===== config.mk =====
export PLATFORM = sky130hd
export DESIGN_NAME = math_divider_scheduler_flat
export DESIGN_NICKNAME = d
export VERILOG_FILES = /design/src/rtl/math_divider_scheduler_pkg.sv /design/src/rtl/math_divider_scheduler_if.sv /design/src/rtl/math_divider_scheduler_arbiter.sv /design/src/rtl/math_divider_scheduler.sv /design/src/flat_wrapper.sv
export SDC_FILE = /design/constraint.sdc
export NUM_CORES = 1
export LEC_CHECK = 0
export ABC_AREA = 1
export BUFFER_PORTS_ARGS = -buffer_cell sky130_fd_sc_hd__buf_2
export CORE_MARGIN = 4
export CORE_UTILIZATION = 35
export CTS_CLUSTER_SIZE = 10
export DETAILED_ROUTE_END_ITERATION = 10
export MAX_ROUTING_LAYER = met4
export PLACE_DENSITY = 0.67
export SLEW_MARGIN = 0
export SYNTH_ARGS = -nofsm -noshare
export SYNTH_HDL_FRONTEND = slang
export SYNTH_SLANG_ARGS = --single-unit

===== constraint.sdc =====
create_clock -name i_clk -period 5.8 [get_ports i_clk]
set_clock_uncertainty 0.1 [all_clocks]
set_input_delay 0.87 -clock i_clk [delete_from_list [all_inputs] [get_ports i_clk]]
set_output_delay 0.87 -clock i_clk [all_outputs]
set_load 0.005 [all_outputs]

===== src/rtl/math_divider_scheduler_pkg.sv =====
// -----------------------------------------------------------------------------
// math_divider_sched_pkg
// Shared types for the divider scheduler: the FSM state encoding, the
// response record held while a result waits for the requester, and the
// round-robin index helper used by the arbiter.
// The response record is sized for the largest supported configuration
// (16 requesters, 64-bit data). Narrower builds use only the low bits.
// -----------------------------------------------------------------------------
package math_divider_sched_pkg;

  localparam int RSP_ID_W_MAX   = 4;
  localparam int RSP_DATA_W_MAX = 64;

  typedef enum logic [1:0] {
    S_IDLE  = 2'd0,
    S_ISSUE = 2'd1,
    S_WAIT  = 2'd2,
    S_RESP  = 2'd3
  } sched_state_e;

  typedef struct packed {
    logic [RSP_ID_W_MAX-1:0]   id;
    logic                      dbz;
    logic [RSP_DATA_W_MAX-1:0] quotient;
    logic [RSP_DATA_W_MAX-1:0] remainder;
  } sched_rsp_t;

  // Index that lies 'offs' positions after 'base' in a ring of 'n' slots.
  function automatic int unsigned rr_next(input int unsigned base,
                                          input int unsigned offs,
                                          input int unsigned n);
    return (base + offs) % n;
  endfunction

endpackage


===== src/rtl/math_divider_scheduler_if.sv =====
// -----------------------------------------------------------------------------
// math_divider_scheduler_if
// Requester-side bus of the divider scheduler: per-requester request
// valid/operands, the one-hot accept pulse, and the response channel.
// Signal prefixes are seen from the scheduler (i_ = into it, o_ = out of it).
//   master : requester side (drives i_*, samples o_*)
//   slave  : scheduler side (samples i_*, drives o_*)
// -----------------------------------------------------------------------------
interface math_divider_scheduler_if
  import math_divider_sched_pkg::*;
#(
  parameter int NUM_REQ    = 4,
  parameter int DATA_WIDTH = 16
);
  localparam int ID_W = $clog2(NUM_REQ);

  logic [NUM_REQ-1:0]                 i_req_valid;
  logic [NUM_REQ-1:0][DATA_WIDTH-1:0] i_req_dividend;
  logic [NUM_REQ-1:0][DATA_WIDTH-1:0] i_req_divisor;
  logic [NUM_REQ-1:0]                 o_req_ready;
  logic                               o_rsp_valid;
  logic                               o_rsp_dbz;
  logic [ID_W-1:0]                    o_rsp_id;
  logic [DATA_WIDTH-1:0]              o_rsp_quotient;
  logic [DATA_WIDTH-1:0]              o_rsp_remainder;
  logic                               i_rsp_ready;

  modport master (
    output i_req_valid, i_req_dividend, i_req_divisor, i_rsp_ready,
    input  o_req_ready, o_rsp_valid, o_rsp_dbz, o_rsp_id,
           o_rsp_quotient, o_rsp_remainder
  );

  modport slave (
    input  i_req_valid, i_req_dividend, i_req_divisor, i_rsp_ready,
    output o_req_ready, o_rsp_valid, o_rsp_dbz, o_rsp_id,
           o_rsp_quotient, o_rsp_remainder
  );

endinterface


===== src/rtl/math_divider_scheduler_arbiter.sv =====
// -----------------------------------------------------------------------------
// arbiter_round_robin_simple
// Round-robin arbiter. The search begins one slot after the last winner and
// wraps modulo NUM_REQ; the pointer moves only when a grant is issued. After
// reset the pointer sits on NUM_REQ-1 so requester 0 is searched first.
// Ports:
//   i_clk, i_rst  : clock, asynchronous active-high reset
//   i_req         : request vector
//   i_en          : grant enable (no grant and no pointer move when low)
//   o_grant       : one-hot grant (zero when disabled or no request)
//   o_grant_idx   : index of the winning requester
// -----------------------------------------------------------------------------
module arbiter_round_robin_simple
  import math_divider_sched_pkg::*;
#(
  parameter  int NUM_REQ = 4,
  localparam int ID_W    = $clog2(NUM_REQ)
) (
  input  logic               i_clk,
  input  logic               i_rst,
  input  logic [NUM_REQ-1:0] i_req,
  input  logic               i_en,
  output logic [NUM_REQ-1:0] o_grant,
  output logic [ID_W-1:0]    o_grant_idx
);

  logic [ID_W-1:0] r_last;
  logic            w_found;
  logic [ID_W-1:0] w_idx;
  logic [ID_W-1:0] w_cand;

  // Walk the ring starting just after the last winner; first hit wins.
  always_comb begin
    w_found = 1'b0;
    w_idx   = '0;
    w_cand  = '0;
    for (int i = 1; i <= NUM_REQ; i++) begin
      w_cand = ID_W'(rr_next({{(32-ID_W){1'b0}}, r_last}, i, NUM_REQ));
      if (!w_found && i_req[w_cand]) begin
        w_found = 1'b1;
        w_idx   = w_cand;
      end
    end
  end

  always_comb begin
    o_grant = '0;
    if (i_en && w_found) o_grant[w_idx] = 1'b1;
  end

  assign o_grant_idx = w_idx;

  always_ff @(posedge i_clk or posedge i_rst) begin
    if (i_rst)                r_last <= ID_W'(NUM_REQ - 1);
    else if (i_en && w_found) r_last <= w_idx;
  end

endmodule


===== src/rtl/math_divider_scheduler.sv =====
// -----------------------------------------------------------------------------
// math_divider_scheduler
// Shares one multi-cycle divider among NUM_REQ requesters. One operation is
// outstanding at a time: IDLE grants round-robin and latches the operands,
// ISSUE pulses the divider start, WAIT captures the divider result, RESP
// holds the response until the requester accepts it.
// Ports:
//   i_clk, i_rst       : clock, asynchronous active-high reset
//   bus (slave)        : request valid/operands, one-hot accept, response
//   o_div_start        : one-cycle divider start (only in ISSUE)
//   o_div_dividend/o_div_divisor : latched operands to the divider
//   i_div_done/i_div_valid/i_div_dbz/i_div_quotient/i_div_remainder
//                      : divider completion and results (used only in WAIT)
//   o_busy             : high whenever the FSM is not IDLE
//   o_stat_ops/o_stat_dbz : accepted-response and dbz-response counters
// Build option: define MATH_DIVIDER_SCHEDULER_STATS_EN to implement the
// counters; otherwise the stat ports are tied to zero.
// -----------------------------------------------------------------------------
module math_divider_scheduler
  import math_divider_sched_pkg::*;
#(
  parameter int NUM_REQ    = 4,
  parameter int DATA_WIDTH = 16
) (
  input  logic                  i_clk,
  input  logic                  i_rst,
  math_divider_scheduler_if.slave bus,
  output logic                  o_div_start,
  output logic [DATA_WIDTH-1:0] o_div_dividend,
  output logic [DATA_WIDTH-1:0] o_div_divisor,
  input  logic                  i_div_done,
  input  logic                  i_div_valid,
  input  logic                  i_div_dbz,
  input  logic [DATA_WIDTH-1:0] i_div_quotient,
  input  logic [DATA_WIDTH-1:0] i_div_remainder,
  output logic                  o_busy,
  output logic [31:0]           o_stat_ops,
  output logic [31:0]           o_stat_dbz
);

  localparam int ID_W = $clog2(NUM_REQ);

  sched_state_e          r_state;
  sched_state_e          w_state_nxt;
  logic                  w_arb_en;
  logic [NUM_REQ-1:0]    w_grant;
  logic [ID_W-1:0]       w_grant_idx;
  logic                  w_capture;
  logic                  w_data_ok;
  logic [DATA_WIDTH-1:0] r_op_dividend;
  logic [DATA_WIDTH-1:0] r_op_divisor;
  logic [ID_W-1:0]       r_op_id;
  sched_rsp_t            r_rsp;
  logic                  w_unused_rsp;

  // Arbitration only in IDLE; also held off while reset is asserted so the
  // accept pulse stays low during reset even with requests pending.
  assign w_arb_en = (r_state == S_IDLE) && !i_rst;

  arbiter_round_robin_simple #(
    .NUM_REQ (NUM_REQ)
  ) u_arb (
    .i_clk       (i_clk),
    .i_rst       (i_rst),
    .i_req       (bus.i_req_valid),
    .i_en        (w_arb_en),
    .o_grant     (w_grant),
    .o_grant_idx (w_grant_idx)
  );

  assign bus.o_req_ready = w_grant;

  always_ff @(posedge i_clk or posedge i_rst) begin
    if (i_rst) r_state <= S_IDLE;
    else       r_state <= w_state_nxt;
  end

  always_comb begin
    w_state_nxt     = r_state;
    o_div_start     = 1'b0;
    o_busy          = 1'b1;
    bus.o_rsp_valid = 1'b0;
    case (r_state)
      S_IDLE: begin
        o_busy = 1'b0;
        if (|w_grant) w_state_nxt = S_ISSUE;
      end
      S_ISSUE: begin
        o_div_start = 1'b1;
        w_state_nxt = S_WAIT;
      end
      S_WAIT: begin
        if (i_div_done) w_state_nxt = S_RESP;
      end
      S_RESP: begin
        bus.o_rsp_valid = 1'b1;
        if (bus.i_rsp_ready) w_state_nxt = S_IDLE;
      end
      default: w_state_nxt = S_IDLE;
    endcase
  end

  // A done outside WAIT (e.g. from an operation aborted by reset) is dropped.
  assign w_capture = (r_state == S_WAIT) && i_div_done;
  // Result data is passed through only for a real quotient; a divide-by-zero
  // (or a completion without valid data) reports zeros.
  assign w_data_ok = i_div_valid && !i_div_dbz;

  always_ff @(posedge i_clk or posedge i_rst) begin
    if (i_rst) begin
      r_op_dividend <= '0;
      r_op_divisor  <= '0;
      r_op_id       <= '0;
      r_rsp         <= '0;
    end else begin
      if (|w_grant) begin
        r_op_dividend <= bus.i_req_dividend[w_grant_idx];
        r_op_divisor  <= bus.i_req_divisor[w_grant_idx];
        r_op_id       <= w_grant_idx;
      end
      if (w_capture) begin
        r_rsp.id        <= RSP_ID_W_MAX'(r_op_id);
        r_rsp.dbz       <= i_div_dbz;
        r_rsp.quotient  <= w_data_ok ? RSP_DATA_W_MAX'(i_div_quotient)  : '0;
        r_rsp.remainder <= w_data_ok ? RSP_DATA_W_MAX'(i_div_remainder) : '0;
      end
    end
  end

  assign o_div_dividend      = r_op_dividend;
  assign o_div_divisor       = r_op_divisor;
  assign bus.o_rsp_id        = r_rsp.id[ID_W-1:0];
  assign bus.o_rsp_dbz       = r_rsp.dbz;
  assign bus.o_rsp_quotient  = r_rsp.quotient[DATA_WIDTH-1:0];
  assign bus.o_rsp_remainder = r_rsp.remainder[DATA_WIDTH-1:0];

  // The record is sized for the widest build; its padding bits are not read.
  assign w_unused_rsp = ^r_rsp;

`ifdef MATH_DIVIDER_SCHEDULER_STATS_EN
  logic        w_rsp_accept;
  logic [31:0] r_stat_ops;
  logic [31:0] r_stat_dbz;

  assign w_rsp_accept = (r_state == S_RESP) && bus.i_rsp_ready;

  // Free-running wrap-around counters.
  always_ff @(posedge i_clk or posedge i_rst) begin
    if (i_rst) begin
      r_stat_ops <= '0;
      r_stat_dbz <= '0;
    end else if (w_rsp_accept) begin
      r_stat_ops <= r_stat_ops + 32'd1;
      if (r_rsp.dbz) r_stat_dbz <= r_stat_dbz + 32'd1;
    end
  end

  assign o_stat_ops = r_stat_ops;
  assign o_stat_dbz = r_stat_dbz;
`else
  assign o_stat_ops = '0;
  assign o_stat_dbz = '0;
`endif

endmodule


===== src/flat_wrapper.sv =====
// flat-port wrapper written by rule: the top's interface ports become plain ports
module math_divider_scheduler_flat import math_divider_sched_pkg::*;
#(
  parameter int NUM_REQ    = 4,
  parameter int DATA_WIDTH = 16
)
  (i_clk, i_rst, o_div_start, o_div_dividend, o_div_divisor, i_div_done, i_div_valid, i_div_dbz, i_div_quotient, i_div_remainder, o_busy, o_stat_ops, o_stat_dbz, bus_i_req_valid, bus_i_req_dividend, bus_i_req_divisor, bus_i_rsp_ready, bus_o_req_ready, bus_o_rsp_valid, bus_o_rsp_dbz, bus_o_rsp_id, bus_o_rsp_quotient, bus_o_rsp_remainder);
  math_divider_scheduler_if #(.NUM_REQ(NUM_REQ), .DATA_WIDTH(DATA_WIDTH)) bus_i ();
  input  logic i_clk;
  input  logic i_rst;
  output logic o_div_start;
  output logic [DATA_WIDTH-1:0] o_div_dividend;
  output logic [DATA_WIDTH-1:0] o_div_divisor;
  input  logic i_div_done;
  input  logic i_div_valid;
  input  logic i_div_dbz;
  input  logic [DATA_WIDTH-1:0] i_div_quotient;
  input  logic [DATA_WIDTH-1:0] i_div_remainder;
  output logic o_busy;
  output logic [31:0] o_stat_ops;
  output logic [31:0] o_stat_dbz;
  input wire logic [$bits(bus_i.i_req_valid)-1:0] bus_i_req_valid;
  input wire logic [$bits(bus_i.i_req_dividend)-1:0] bus_i_req_dividend;
  input wire logic [$bits(bus_i.i_req_divisor)-1:0] bus_i_req_divisor;
  input wire logic [$bits(bus_i.i_rsp_ready)-1:0] bus_i_rsp_ready;
  output wire logic [$bits(bus_i.o_req_ready)-1:0] bus_o_req_ready;
  output wire logic [$bits(bus_i.o_rsp_valid)-1:0] bus_o_rsp_valid;
  output wire logic [$bits(bus_i.o_rsp_dbz)-1:0] bus_o_rsp_dbz;
  output wire logic [$bits(bus_i.o_rsp_id)-1:0] bus_o_rsp_id;
  output wire logic [$bits(bus_i.o_rsp_quotient)-1:0] bus_o_rsp_quotient;
  output wire logic [$bits(bus_i.o_rsp_remainder)-1:0] bus_o_rsp_remainder;
  assign bus_i.i_req_valid = bus_i_req_valid;
  assign bus_i.i_req_dividend = bus_i_req_dividend;
  assign bus_i.i_req_divisor = bus_i_req_divisor;
  assign bus_i.i_rsp_ready = bus_i_rsp_ready;
  assign bus_o_req_ready = bus_i.o_req_ready;
  assign bus_o_rsp_valid = bus_i.o_rsp_valid;
  assign bus_o_rsp_dbz = bus_i.o_rsp_dbz;
  assign bus_o_rsp_id = bus_i.o_rsp_id;
  assign bus_o_rsp_quotient = bus_i.o_rsp_quotient;
  assign bus_o_rsp_remainder = bus_i.o_rsp_remainder;
  math_divider_scheduler #(.NUM_REQ(NUM_REQ), .DATA_WIDTH(DATA_WIDTH)) u_core (.i_clk(i_clk), .i_rst(i_rst), .bus(bus_i), .o_div_start(o_div_start), .o_div_dividend(o_div_dividend), .o_div_divisor(o_div_divisor), .i_div_done(i_div_done), .i_div_valid(i_div_valid), .i_div_dbz(i_div_dbz), .i_div_quotient(i_div_quotient), .i_div_remainder(i_div_remainder), .o_busy(o_busy), .o_stat_ops(o_stat_ops), .o_stat_dbz(o_stat_dbz));
endmodule

* Word level (Yosys, flattened, before mapping)
Cells that the tools add are included.
** Storage, ports and cells
- Register bits :: 73
- Input bits :: 170
- Word-level logic and storage cells :: 73
- Output and inout bits :: 138
** Operators by class
- Add/subtract/negate cells :: 4
- Equality and inequality tests :: 6
- Mux-type cells :: 32
- Magnitude comparators :: 6
- Reduce and logical (&&, ||, !) cells :: 16
** Operators with widths (number)
- 16-bit binary-select mux with 2-bit select :: 2
- 16-bit 2-to-1 mux :: 4
- 2-bit by 3-bit less-than comparator with 1-bit output (second input constant) :: 5
- 2-bit 2-to-1 mux :: 7
- 1-bit 2-to-1 mux :: 12
- 1-bit binary-select mux with 2-bit select :: 4
- 1-bit logical AND :: 8
- 2-bit one-hot mux with 4 select lines :: 1
- 2-bit != test (second input constant) :: 3
- 1-bit zero test :: 5
- 2-bit by 1-bit adder with 2-bit output (second input constant) :: 2
- 2-bit adder (second input constant) :: 2
- 2-bit == test (second input constant) :: 2
- 4-bit 2-to-1 mux :: 1
- 4-bit OR reduction :: 1
- 3-bit AND reduction :: 1
- 1-bit demux with 2-bit select :: 1
- 2-bit by 1-bit == test with 1-bit output (second input constant) :: 1
- 2-bit by 1-bit >= comparator with 1-bit output (second input constant) :: 1
- 2-bit zero test :: 1

* Logic depth before layout (Yosys ltp)
Gate-level depths: netlist of run 1.
- Depth after elaboration :: 21
- Mapped depth :: 16

* Hierarchy
A second synthesis of run 1 with hierarchy kept.
** Second synthesis, totals
- Cell total of the unflattened synthesis :: 782
- Area, all modules :: 5222.5 um2
** By module, submodules not included
- math_divider_scheduler :: area an instance 4745.8 um2, instances 1, seq. area each 1776.7 um2, cells an instance 708
- arbiter_round_robin_simple :: area an instance 476.7 um2, instances 1, seq. area each 52.6 um2, cells an instance 74

* Worst setup path before layout of run 1
Ideal clock, no wire load.
- Kind :: input -> output
- From :: input i_rst
- To :: output bus_o_req_ready[0]
- Arrival :: 3.416 ns
- Stages on the path :: 5
- Data required time :: 4.830 ns
- Setup slack :: 1.414 ns
- Cell sequence :: inv_1 -> nand3_4 -> buf_6 -> buf_6 -> nor3_1
** Between the ends
- Longest elaborated chain between the ends :: 4
** RTL lines
- start, declared :: line flat_wrapper.sv:10 : input logic i_rst;
- 1-bit zero test (no line)
- 1-bit logical AND :: line math_divider_scheduler.sv:58 : assign w_arb_en = (r_state == S_IDLE) && !i_rst;
- 1-bit logical AND :: line math_divider_scheduler_arbiter.sv:48 : if (i_en && w_found) o_grant[w_idx] = 1'b1;
- 4-bit 2-to-1 mux :: line math_divider_scheduler_arbiter.sv:48
- end, declared :: line flat_wrapper.sv:26 : output wire logic [$bits(bus_i.o_req_ready)-1:0] bus_o_req_ready;
Every way passes these cells.

* Final worst setup path of run 1
- From :: register u_core.u_arb.r_last[0]
- To :: output bus_o_req_ready[3]
** Between the ends
- Longest elaborated chain between the ends :: 18
- Elaborated cells on any way between the ends :: 33
- Classes of those cells :: add/sub (4); order compare (2); mux (19); reduce/logical (8)
** RTL lines
- start, declared :: line math_divider_scheduler_arbiter.sv:27 : logic [ID_W-1:0] r_last;
- start signal, assigned :: line math_divider_scheduler_arbiter.sv:54 : if (i_rst) r_last <= ID_W'(NUM_REQ - 1);
- start signal, assigned :: line math_divider_scheduler_arbiter.sv:55 : else if (i_en && w_found) r_last <= w_idx;
- 2-bit by 1-bit adder with 2-bit output :: line math_divider_scheduler_pkg.sv:32 : return (base + offs) % n;
- 1-bit binary-select mux with 2-bit select :: line math_divider_scheduler_arbiter.sv:39 : if (!w_found && i_req[w_cand]) begin
- 1-bit 2-to-1 mux (implied by the code) :: line math_divider_scheduler_arbiter.sv:39
- 1-bit 2-to-1 mux :: line math_divider_scheduler_arbiter.sv:39
- 1-bit zero test :: line math_divider_scheduler_arbiter.sv:39
- 1-bit logical AND :: line math_divider_scheduler_arbiter.sv:39
- 1-bit 2-to-1 mux :: line math_divider_scheduler_arbiter.sv:39
- 1-bit zero test :: line math_divider_scheduler_arbiter.sv:39
- (+2 left out)
- 1-bit zero test :: line math_divider_scheduler_arbiter.sv:39
- 1-bit logical AND :: line math_divider_scheduler_arbiter.sv:39
- 2-bit 2-to-1 mux :: line math_divider_scheduler_arbiter.sv:39
- 2-bit by 3-bit less-than comparator with 1-bit output (implied by the code) / 2-bit by 1-bit >= comparator with 1-bit output (equally long branches) :: line math_divider_scheduler_arbiter.sv:48
- 1-bit logical AND (implied by the code) :: line math_divider_scheduler_arbiter.sv:48
- 1-bit 2-to-1 mux (implied by the code) :: line math_divider_scheduler_arbiter.sv:48
- 1-bit demux with 2-bit select :: line math_divider_scheduler_arbiter.sv:48
- 4-bit 2-to-1 mux (*) :: line math_divider_scheduler_arbiter.sv:48
Mark *: on every way between the ends. The rest lies on a longest branch, timed or not. The select of a mux whose other input is x is not followed.

==> results.md, run 1 <==
* Cts bufs inserted at 9
* Final Max Tran Viols at 0
* Worst setup path startpoint: u_core.u_arb.r_last[0]$_DFFE_PP1P_
* CTS tree: yes
* Setup slack, reg-to-reg at 2.54 ns
* Clock Latency Late Sink at 0.32 ns
* Core Rows at 44
* Worst hold start: u_core.o_div_dividend[4]$_DFFE_PP0P_
* FMAX at 0.235 GHz
* Slew headroom at 33.6%
* Vias in the first global route at 4,342
* Crit start category: register
* Clk pin slew, worst setup/hold paths at 0.06 ns
* GRT Overall Usage at 15.9%
* Top_reg_cell synth: dfrtp_1
* Placeable core area at 14,500 um2
* First-iteration detailed-routing DRC count at 157
* Post-synthesis sequential area ratio at 35.3%
* Number of setup violations in the final report at 0
* Max FO, Critical Path at 40
* Top cell type's share of synthesized area at 34.3%
* Largest net degree at the start of global routing at 99
* Final ANT Viol Nets at 0
* Clock root cell: clkbuf_16
* Remaining global-route overflow at 0
* Crit path time final at 4.25 ns
* Met2 WL at 6580 um
* Number of synthesized flops with an enable pin at 0
* Gate Count Post-Synth at 669
* Least-Margin Pin Slew at 0.996 ns
* Hold crit path type: reg -> reg
* Ranking of synthesized cells by area: dfrtp_1 34%, nand2_1 13%, buf_4 9.6%
* Peak VDD IR at 0.434 mV
* Leakage power at 3.91 nW
* Die height at 130 um
* Placer congestion estimate at 0.856
* WL final at 13,800 um
* Vias per std cell at 4.49
* Max Used Layer: met4
* Post-CTS setup buffers at 0
* Ys Warns at 0
* Detailed Place HPWL at 10,600 um
* Final Cell Area at 6480 um2
* Status: finished, final reports clean
* Initial antenna violation count at 0
* DR DRC count at 0
* Share of cells above drive strength 1 at 35.6%
* Setup TNS at 0 ns
* Wl on met1 at 5650 um
* Die Area at 16,800 um2
* Final hold vios at 0
* TritonRoute pass-1 iters at 4
* Critical path class: reg -> out
* Final period util at 73.3%
* Critical Path RT at 4.83 ns
* Critical path endpoint category: primary output
* Async SR Flop Fraction at 100%
* CTS max path bufs at 2
* Worst r2r src: u_core.u_arb.r_last[0]$_DFFE_PP1P_
* WP data arrival at 3.28 ns
* Pwr dens at 539 nW/um2
* Post-Synthesis Cell Area at 5180 um2
* Mapped Avg Cell Area at 7.75 um2
* Cell Area, Placed at 6210 um2
* # fillers at 1,518
* CTS resizes at 0
* Avg WL per Cell at 12.8 um
* Layout area overhead at 25.1%
* Post-layout net count at 1,066
* Clock Sinks at 73
* Met3 wire length at 1290 um
* PortBufs at 243
* Most common library cells after synthesis: 174 x nand2_1, 107 x inv_1, 79 x nand3_1, 71 x dfrtp_1, 66 x buf_4
* Die width at 130 um
* Distinct cells, synth at 30
* Post-synth top area cell: dfrtp_1
* Global-route wire length before repair at 20,900 um
* Yosys reg bits at 73
* Hold-fix buffer count after cts at 0
* Vias at 4,850
* Most common cell in the netlist: nand2_1
* Initial Util at 35.7%
* RSZ-0062 raised after global routing: no
* Max Cap Viol at 0
* H-tree lvl count at 3
* Ports at 308
==> flip-flops by register name, indices dropped and copies added (netlist names) <==
signal,cells
u_core.bus.o_rsp_dbz,1
u_core.bus.o_rsp_id,2
u_core.bus.o_rsp_quotient,16
u_core.bus.o_rsp_remainder,16
u_core.o_div_dividend,16
u_core.o_div_divisor,16
u_core.r_op_id,2
u_core.r_state,2
u_core.u_arb.r_last,2
==> power breakdown <==
part	switching (mW)	internal, mW
registers	0.126	0.740
logic	1.36	0.769
clock network	0.213	0.290
==> path summary, 6_finish.rpt <==
path                       cells past startpoint                                  endpoint
hold / removal                                 2      u_core.o_div_dividend[4]$_DFFE_PP0P_
setup / recovery                              11                        bus_o_req_ready[3]
min in group asynchronous                      2     u_core.o_div_dividend[12]$_DFFE_PP0P_
max in group asynchronous                      3  u_core.bus.o_rsp_quotient[1]$_DFFE_PP0P_
setup reg to reg                              10      u_core.o_div_dividend[7]$_DFFE_PP0P_
hold reg to reg                                2      u_core.o_div_dividend[4]$_DFFE_PP0P_
==> per-layer routing <==
layer  GRT usage (%)  up-vias
li1                -     2452
met1            19.1     2162
met2            25.9      210
met3            4.18       26
met4            5.20        0
met5               -        -
==> final cells by class <==
class | count | area (um2) | area share [%]
well taps | 184 | 230 | 3.55
inverters | 113 | 435 | 6.71
clock buffers | 10 | 229 | 3.53
diodes | 1 | 2.50 | 0.0386
flip-flops and latches | 73 | 1830 | 28.2
multi-input cells | 447 | 2470 | 38.1
repair buffers | 247 | 1250 | 19.2
clock inverters | 6 | 43.8 | 0.675
==> critical path, stage by stage, from the launching register on <==
cell and delay [ns]:
dfstp_2 0.66, inv_6 0.08, nand2_1 0.09, nand2_1 0.06, nor2_1 0.16, nor2_1 0.10
nand3_4 0.33, nand3_4 0.57, inv_2 0.46, nand2_1 0.18, nor2_1 0.12, buf_2 0.12
==> logic make-up (layout without fill, tap and decap cells) <==
group                    after synthesis  after routing  share of synthesized area, %
AO/OA/AOI/OAI                         60             60                          10.7
adder cells (fa/ha/maj)                5              5                          1.21
buffers and inverters                212            376                          21.8
flip-flops                            73             73                          35.3
other                                  1             65                        0.0723
AND/OR/NAND/NOR                      318            318                          30.9
==> placed cells by master, fill, tap and decap left out, types with 5 or more instances in the layout <==
| master | netlist | final |
|---|---|---|
| a21oi_1 | 5 | 5 |
| a32o_1 | 32 | 32 |
| buf_2 | 14 | 243 |
| clkbuf_16 | 0 | 9 |
| conb_1 | 1 | 64 |
| dfrtp_1 | 71 | 71 |
| ha_1 | 5 | 5 |
| inv_1 | 107 | 106 |
| nand2_1 | 174 | 174 |
| nand2_2 | 6 | 6 |
| nand3_1 | 79 | 79 |
| nand3_2 | 24 | 23 |
| nor2_1 | 9 | 8 |
| o211ai_1 | 7 | 7 |
| o211ai_2 | 10 | 10 |
| or2_0 | 7 | 7 |
| or2_1 | 10 | 10 |
==> metrics by stage <==
step / util [%] / instances / hold WS, ns / total power, mW / worst slack [ns]
after floorplan: - / 732 / 0.372 / 2.56 / 1.41
after global placement: 42.7 / 1064 / 0.359 / 3.02 / 1.73
after detailed placement: 42.7 / 1064 / 0.360 / 3.04 / 1.61
after CTS: 44.6 / 1080 / 0.382 / 3.56 / 1.47
after global routing: 44.6 / 1080 / 0.396 / 3.85 / 1.20
final: 44.6 / 1081 / 0.376 / 3.50 / 1.55
No activity file was read; power rests on OpenSTA's default activity.
==> run 2, diff against run 1 <==
--- a/config.mk
+++ b/config.mk
@@ -12,7 +12,7 @@
 export CTS_CLUSTER_SIZE = 10
 export DETAILED_ROUTE_END_ITERATION = 10
 export MAX_ROUTING_LAYER = met4
-export PLACE_DENSITY = 0.67
+export PLACE_DENSITY = 0.69
 export SLEW_MARGIN = 0
 export SYNTH_ARGS = -nofsm -noshare
 export SYNTH_HDL_FRONTEND = slang
==> constraint.sdc (replaced) <==
create_clock -name i_clk -period 3.9 [get_ports i_clk]
set_clock_uncertainty 0.1 [all_clocks]
set_input_delay 0.585 -clock i_clk [delete_from_list [all_inputs] [get_ports i_clk]]
set_output_delay 0.585 -clock i_clk [all_outputs]
set_load 0.005 [all_outputs]
==> run 2 against run 1 <==
- cell count up 0.19%
- wire length up 1.8%
- critical path type unchanged
- highest routed layer unchanged
- clock-buffer cell count down 1
- final area up 0.71%
- critical endpoint is now bus_o_req_ready[1]
- sequential cell count unchanged
==> results.md, run 2 (synthesis gave the netlist of run 1 again) <==
* ANT cells at 0 (-1)
* Post-placement setup slack at 0.692 ns (-0.921 ns)
* Clk pin slew, worst setup/hold paths at 0.06 ns (about the same)
* FMAX at 0.281 GHz
* Grt met2 use at 26.5% (+0.58 points)
* Die width at 130 um (unchanged)
* # fillers at 1,517 (-0.066%)
* Global-route wire length before repair at 21,200 um (+1.6%)
* Max Cap Viol at 0 (unchanged)
* CTS max path bufs at 2 (unchanged)
* Final period util at 91.2%
* CTS resizes at 0 (unchanged)
* RSZ-0062 raised after global routing: no
* Clock Sinks at 73 (unchanged)
* Final Cell Area at 6530 um2 (+0.71%)
* WL final at 14,100 um (+1.8%)
* Die height at 130 um (unchanged)
* WP data arrival at 2.87 ns (-0.41 ns)
* Post-layout net count at 1,069 (+0.28%)
* Placed cell count at 1,067 (+0.28%)
* Pwr dens at 816 nW/um2 (+51%)
* Placeable core area at 14,500 um2 (unchanged)
* Crit path time final at 3.56 ns
* Clock Latency Late Sink at 0.34 ns (+0.02 ns)
* Post-CTS setup buffers at 0 (unchanged)
* Least-Margin Pin Slew at 0.605 ns (-0.391 ns)
* H-tree lvl count at 3 (unchanged)
* Met1 Resource Use GR at 20.0% (+0.82 points)
* Peak VDD IR at 0.527 mV (+22%)
* Share of cells above drive strength 1 at 35.9% (+0.33 points)
* Global routing usage on met3 at 3.64% (-0.53 points)
* Final hold vios at 0 (unchanged)
* Avg WL per Cell at 13.0 um (+1.6%)
* Hold-fix buffer count after cts at 0 (unchanged)
* Most frequent cells in the layout: 243 x buf_2, 174 x nand2_1, 106 x inv_1
* Ports at 308 (unchanged)
* Die Area at 16,800 um2 (unchanged)
* Most common cell after layout, fill and taps aside: buf_2
* Final Max Tran Viols at 0 (unchanged)
* Initial antenna violation count at 0 (unchanged)
* Layout Utilization at 44.9% (+0.32 points)
* Placer congestion estimate at 0.843 (-1.5%)
* Critical Path RT at 3.21 ns (-1.62 ns)
* Leakage power at 3.94 nW (+0.83%)
* Initial Util at 35.7% (unchanged)
* Crit start category: register
* Vias per std cell at 4.53 (+0.99%)
* Final cell count without fillers at 1,083 (+0.19%)
* Busiest metal layer after global routing: met2
* Setup slack, reg-to-reg at 0.96 ns (-1.58 ns)
* First-iteration detailed-routing DRC count at 172 (+9.6%)
* CTS tree: yes
* Critical path class: reg -> out
* Slew headroom at 59.7% (+26 points)
* Hold crit path type: in -> async
* PortBufs at 243 (unchanged)
* Cts bufs inserted at 9 (unchanged)
* GRT Overall Usage at 16.3% (+0.42 points)
* Clock root cell: clkbuf_16
* Detailed Place HPWL at 10,900 um (+2.8%)
* Critical path endpoint category: primary output
* Setup TNS at 0 ns (unchanged)
* Remaining global-route overflow at 0 (unchanged)
* TritonRoute pass-1 iters at 4 (unchanged)
* Largest net degree at the start of global routing at 70 (-29%)
* Final setup margin at 0.342 ns (-1.21 ns)
* Vias at 4,907 (+1.2%)
* Final ANT Viol Nets at 0 (unchanged)
* DR DRC count at 0 (unchanged)
* Layout area overhead at 26.0%
* Status: finished, final reports clean
* Core Rows at 44 (unchanged)
* Max FO, Critical Path at 32 (-20%)
* Number of setup violations in the final report at 0 (unchanged)
* Vias in the first global route at 4,467 (+2.9%)
* Cell Area, Placed at 6240 um2 (+0.56%)
## run 2: changes by cell type in the layout (fill, tap and decap cells not counted), sizes merged
cell | previous run | this run
buf | 247 | 250
inv | 113 | 116
clkinvlp | 4 | 2
clkbuf | 10 | 9
diode | 1 | 0
## run 2: routing by layer
layer / wire length [um] / vias to the layer above / share of wire (%)
met3: 1250 / 17 / 8.9
met2: 6870 / 199 / 49
met4: 227 / 0 / 1.6
met1: 5740 / 2235 / 41
met5: 0 / - / 0
li1: - / 2456 / -
## run 2: path summary, 6_finish.rpt
kind | cells past startpoint | startpoint | to
setup / recovery | 11 | u_core.u_arb.r_last[0]$_DFFE_PP1P_ | bus_o_req_ready[1]
hold / removal | 3 | i_rst | u_core.r_op_id[0]$_DFFE_PP0P_
setup reg to reg | 11 | u_core.u_arb.r_last[0]$_DFFE_PP1P_ | u_core.o_div_dividend[11]$_DFFE_PP0P_
hold reg to reg | 2 | u_core.o_div_divisor[9]$_DFFE_PP0P_ | u_core.o_div_divisor[9]$_DFFE_PP0P_
max in group asynchronous | 4 | i_rst | u_core.o_div_dividend[0]$_DFFE_PP0P_
min in group i_clk | 2 | u_core.o_div_divisor[9]$_DFFE_PP0P_ | u_core.o_div_divisor[9]$_DFFE_PP0P_
## run 2: cell type report
cell class | count | area (um2) | area share [%]
well taps | 184 | 230 | 3.52
clock inverters | 7 | 61.3 | 0.939
multi-input cells | 447 | 2470 | 37.8
inverters | 113 | 435 | 6.67
repair buffers | 250 | 1280 | 19.6
clock buffers | 9 | 225 | 3.45
flip-flops and latches | 73 | 1830 | 28.0
## run 2: critical path, stage by stage, from the launching register on
cell,delay (ns)
dfstp_2,0.66
inv_6,0.07
nand2_1,0.09
nand2_1,0.07
nor2_1,0.15
nor2_1,0.10
nand3_4,0.33
nand3_4,0.32
inv_2,0.33
nand2_1,0.17
nor2_1,0.12
buf_2,0.13
## run 2: power breakdown
part           switching (mW)  internal, mW  leakage, nW
logic                    2.06          1.17         2.87
registers               0.193          1.10        0.934
clock network           0.358         0.443        0.135
total                    2.61          2.71         3.94
## run 2: stage by stage
stage          hold WS, ns  total power, mW
5_1_grt              0.291             5.84
4_1_cts              0.267             5.39
3_3_place_gp         0.362             4.52
2_1_floorplan        0.372             3.80
3_5_place_dp         0.360             4.57
6_report             0.269             5.33
